$ cat src/rtl/victory_tracker.sv
// Purpose : round/match referee for a two-player light-chase game; keeps both scores, shows them on 7-seg digits.
// Latency : a win sampled on edge N is visible on score_*/game_over after edge N; hex_* follow the scores combinationally.
// Backpressure: none; L/R are one-cycle pulses, and presses during ROUND_END or MATCH_OVER are simply discarded.
//
// Ports:
//   clk        system clock, rising edge
//   reset      synchronous, active-high; overrides everything
//   L, R       conditioned one-cycle press pulses from the left / right player
//   left_end   leftmost playfield light is lit
//   right_end  rightmost playfield light is lit
//   game_over  high while a round is finished (ROUND_END) or the match is over
//   match_over high once a player has reached 7 points, until reset
//   score_l/r  3-bit scores, 0..7
//   hex_l/r    active-low 7-segment codes {g,f,e,d,c,b,a} for the scores

module victory_tracker (
    input  logic       clk,
    input  logic       reset,
    input  logic       L,
    input  logic       R,
    input  logic       left_end,
    input  logic       right_end,
    output logic       game_over,
    output logic       match_over,
    output logic [2:0] score_l,
    output logic [2:0] score_r,
    output logic [6:0] hex_l,
    output logic [6:0] hex_r
);

    typedef enum logic [1:0] {
        PLAY       = 2'd0,
        ROUND_END  = 2'd1,
        MATCH_OVER = 2'd2
    } state_t;

    // Score at which the match ends; a score only ever reaches this value
    // on the same edge that moves the FSM into MATCH_OVER.
    localparam logic [2:0] WIN_SCORE = 3'd7;

    state_t     state_q, state_d;
    logic [2:0] score_l_q, score_l_d;
    logic [2:0] score_r_q, score_r_d;
    logic       left_win, right_win;

    // Active-low segment decode, bit order {g,f,e,d,c,b,a}.
    function automatic logic [6:0] seg7(input logic [2:0] val);
        logic [6:0] seg;
        case (val)
            3'd0:    seg = 7'b1000000;
            3'd1:    seg = 7'b1111001;
            3'd2:    seg = 7'b0100100;
            3'd3:    seg = 7'b0110000;
            3'd4:    seg = 7'b0011001;
            3'd5:    seg = 7'b0010010;
            3'd6:    seg = 7'b0000010;
            default: seg = 7'b1111000;
        endcase
        return seg;
    endfunction

    // A win needs the player's own end lit, their own press, and neither the
    // opponent's press nor the opposite end lit. Both presses together, or
    // both ends lit together, therefore produce no win at all.
    assign left_win  = left_end  & L & ~R & ~right_end;
    assign right_win = right_end & R & ~L & ~left_end;

    always_ff @(posedge clk) begin
        if (reset) begin
            state_q   <= PLAY;
            score_l_q <= 3'd0;
            score_r_q <= 3'd0;
        end else begin
            state_q   <= state_d;
            score_l_q <= score_l_d;
            score_r_q <= score_r_d;
        end
    end

    always_comb begin
        state_d   = state_q;
        score_l_d = score_l_q;
        score_r_d = score_r_q;
        case (state_q)
            PLAY: begin
                // In PLAY a score is at most WIN_SCORE-1, so the increment
                // cannot wrap.
                if (left_win) begin
                    score_l_d = score_l_q + 3'd1;
                    state_d   = (score_l_d == WIN_SCORE) ? MATCH_OVER : ROUND_END;
                end else if (right_win) begin
                    score_r_d = score_r_q + 3'd1;
                    state_d   = (score_r_d == WIN_SCORE) ? MATCH_OVER : ROUND_END;
                end
            end
            // One-cycle pause that lets the playfield re-centre; presses ignored.
            ROUND_END:  state_d = PLAY;
            // Absorbing until reset; scores frozen.
            MATCH_OVER: state_d = MATCH_OVER;
            default:    state_d = PLAY;
        endcase
    end

    // Decoded straight from the state register, so both are glitch-free and
    // game_over rises on the edge that registers the win.
    assign game_over  = (state_q != PLAY);
    assign match_over = (state_q == MATCH_OVER);

    assign score_l = score_l_q;
    assign score_r = score_r_q;
    assign hex_l   = seg7(score_l_q);
    assign hex_r   = seg7(score_r_q);

endmodule

$ cat config.mk
export PLATFORM = sky130hd
export DESIGN_NAME = victory_tracker
export DESIGN_NICKNAME = d
export VERILOG_FILES = /design/src/rtl/victory_tracker.sv
export SDC_FILE = /design/constraint.sdc
export NUM_CORES = 1
export LEC_CHECK = 0
export CAP_MARGIN = 0
export CORE_MARGIN = 2
export CORE_UTILIZATION = 45
export CTS_BUF_LIST = sky130_fd_sc_hd__clkbuf_2 sky130_fd_sc_hd__clkbuf_4 sky130_fd_sc_hd__clkbuf_8
export DETAILED_ROUTE_END_ITERATION = 12
export PLACE_DENSITY = 0.81
export SKIP_LAST_GASP = 1
export SLEW_MARGIN = 20
export SYNTH_ARGS = -nofsm -noshare
export SYNTH_HDL_FRONTEND = slang
export SYNTH_SLANG_ARGS = --single-unit
$ cat constraint.sdc
create_clock -name clk -period 2 [get_ports clk]
set_input_delay 0.4 -clock clk [delete_from_list [all_inputs] [get_ports clk]]
set_output_delay 0.4 -clock clk [all_outputs]
set_load 0.01 [all_outputs]
==> results.py, run 1 <==
metrics = {
    "setup_path": {
        "slowest_delay_ns": 0.40,
        "rr_endpoint": "score_r[2]$_SDFFE_PP0P_",
        "crit_type": "reg -> out",
        "cp_data_required_time_ns": 1.60,
        "crit_slowest_cell": "or3_4",
        "crit_arrival_ns": 1.79,
        "rrSetupSlack_ns": 0.18,
        "worst-path-max-fanout": 4,
        "worst-path-buf-inv": 2,
        "timing.rr.start": "score_r[0]$_SDFFE_PP0P_",
        "crit_path_cell_trace": "inv_4 -> ha_4 -> or3_4 -> o211a_1 -> a31oi_1 -> buf_2",
        "startpoint_type": "register",
        "reg2reg_depth": 5,
        "endpoint_kind": "primary output",
        "critPathTopFamily": "simple AND/OR/NAND/NOR gates",
    },
    "floorplanning": {
        "die_area_mm2": 0.00204,
        "io_pins": 28,
        "placementRows": 14,
        "die_w_um": 45.1,
        "chipHeight_um": 45.1,
        "start_util_pct": 49.4,
        "core_mm2": 0.00154,
    },
    "placed_design": {
        "preCtsSetupSlack_ns": -0.369,
        "gp_congestion": 0.775,
        "placed_cells": 156,
        "io_buffers": 27,
        "placed_area_mm2": 0.00120,
        "place_hpwl_um": 1590,
    },
    "route": {
        "wirelength_um": 2910,
        "viasPerCell": 5.72,
        "drc": 0,
        "drt_first_iter_violations": 44,
        "drt-pass1-iter-count": 4,
        "vias": 927,
        "wire_per_inst_um": 18.0,
        "postRouteAntennaNets": 0,
    },
    "sta": {
        "max_freq_mhz": 456,
        "whs_ns": 0.531,
        "slew_violations": 0,
        "finalClockSkew_ns": 0.00399,
        "period_share_pct": 110,
        "fin_ws_ns": -0.191,
        "grt_setup_unrepaired": "true",
        "worst_pin_slew_ns": 0.437,
        "finalSetupTns_ns": -0.191,
        "setup_viol": 1,
        "hold_viol": 0,
        "maxSlewHeadroom_pct": 70.5,
        "min_period_ns": 2.19,
    },
    "final_layout": {
        "multi_input_area_um2": 659,
        "final_util_pct": 85.5,
        "fin_area_mm2": 0.00132,
        "layout_common_cells": "buf_4 (24), clkdlybuf4s50_1 (14), nor2_1 (12)",
        "drive_above_1_share_pct": 43.8,
        "syn_to_final_growth_pct": 73.2,
        "regArea_um2": 171,
        "final_common_cell": "buf_4",
        "fillers": 86,
        "diodes": 0,
        "stdcell_count": 162,
        "fin_nets": 164,
    },
    "global_routing": {
        "gr-usage-all-layers_pct": 27.1,
        "grt_pass1_vias": 879,
        "grt_max_degree": 14,
        "grt_pass1_wl_um": 3900,
        "grt-ovfl-total": 0,
        "antenna_found_initial": 0,
    },
    "clocking": {
        "clock_path_buffers": 2,
        "holdBufCountCts": 0,
        "cts_tree": "built",
        "cts_root_buffer": "clkbuf_4",
        "clk_latency_ns": 0.25,
        "clock-sinks": 8,
        "cts-htree-levels": 1,
        "path_clk_slew_ns": 0.06,
        "numCtsBuffers": 3,
    },
    "pwr": {
        "power_density_mw_per_mm2": 305,
        "finalPower_mw": 0.401,
        "p_leak_nw": 0.571,
        "peakVddDrop_uv": 336,
    },
    "yosys": {
        "synth.area.top_cells": "dfxtp_1 (21%), ha_1 (16%), nor2_1 (6.9%), nor2b_1 (6.6%), mux2_2 (5.9%)",
        "syn_nets": 110,
        "syn_area_um2": 761,
        "synthCells": 94,
        "synth_top_cell_area_share_pct": 21.1,
        "ys_ff_latch": 8,
        "ys.warnings.count": 0,
        "syn-mean-instance-area_um2": 8.09,
        "synth_cell_types": 26,
        "ys_seq_area_share_pct": 21.1,
        "synth.largest_area_cell": "dfxtp_1",
    },
    "hold_path": {
        "worstHoldStart": "state_q[1]$_SDFFE_PP0P_",
        "min_to": "state_q[1]$_SDFFE_PP0P_",
        "hold_depth": 1,
        "min_path_type": "reg -> reg",
    },
    "run": {
        "maxCapViolations": 0,
    },
    "status": {
        "violations": "negative setup slack",
        "outcome": "finished with violations",
    },
}
==> area by class of cell <==
cell class	instances	share of cell area, %
multi-input combinational	76	50.0
timing repair buffer	52	31.5
sequential	8	13.0
inverter	7	2.18
clock buffer	3	1.71
tap	16	1.52
==> registers in the layout (all words and copies together) (netlist names) <==
register and cells:
score_r 3, state_q 2, score_l 3
==> Yosys cell counts, drive strengths merged <==
cell type and count:
or2 1, nand2b 5, inv 7, o22ai 2, mux2 4, dfxtp 8
a21oi 4, ha 10, o21ai 3, o32ai 1, nand4bb 2, o21bai 2
a31oi 1, or3 1, o21a 4, and3b 1, buf 1, o211a 1
o41ai 2, clkbuf 2, mux2i 2, nor2 16, nor2b 8, nor3 6
==> how the worst max path moves through the flow <==
| stage | from | endpoint | slack (ns) | cells past startpoint |
|---|---|---|---|---|
| 6_report | score_r[0]$_SDFFE_PP0P_ | hex_r[4] | -0.19 | 6 |
| 4_1_cts | score_r[0]$_SDFFE_PP0P_ | hex_r[4] | -0.12 | 6 |
| 5_1_grt | score_r[0]$_SDFFE_PP0P_ | hex_r[4] | -0.22 | 6 |
| 3_3_place_gp | score_r[0]$_SDFFE_PP0P_ | hex_r[4] | -0.31 | 6 |
| 2_1_floorplan | score_r[0]$_SDFFE_PP0P_ | hex_r[4] | 0.002 | 5 |
| 3_5_place_dp | score_r[0]$_SDFFE_PP0P_ | hex_r[4] | -0.37 | 6 |
==> kinds of logic (layout without fill, tap and decap cells) <==
family	count (synthesis)	after routing	synth area share [%]
adder cells (fa/ha/maj)	10	10	16.4
buffers and inverters	10	62	5.92
flip-flops	8	8	21.1
AO/OA/AOI/OAI	20	20	17.8
AND/OR/NAND/NOR	40	40	30.3
multiplexers	6	6	8.55
==> per-layer routing <==
metal / global-route usage, % / routed length [um] / vias to the layer above
met2: 46.6 / 1550 / 55
met4: 15.9 / 115 / 0
met3: 2.40 / 189 / 14
met1: 32.5 / 1060 / 424
li1: - / - / 434
met5: 0 / 0 / -
==> where the power goes <==
part	switching [mW]	total [mW]	internal [mW]
Sequential	0.00303	0.163	0.160
Combinational	0.0526	0.111	0.0581
Clock	0.0587	0.128	0.0690
Total	0.114	0.401	0.287
==> repair_timing <==
item / in CTS / in global routing
gates resized for setup: 42 / 25
buffers inserted: 3 / 0
setup endpoints to repair: 14 / 12
pin swaps: 1 / 0
No activity file was read; power rests on OpenSTA's default activity.
==> run 2, diff against run 1 <==
--- a/config.mk
+++ b/config.mk
@@ -12,7 +12,7 @@
 export DETAILED_ROUTE_END_ITERATION = 12
 export PLACE_DENSITY = 0.81
 export SKIP_LAST_GASP = 1
-export SLEW_MARGIN = 20
+export SLEW_MARGIN = 15
 export SYNTH_ARGS = -nofsm -noshare
 export SYNTH_HDL_FRONTEND = slang
 export SYNTH_SLANG_ARGS = --single-unit
==> results of run 2 <==
Same layout as run 1: the final DEF is identical, and so are final timing and power.
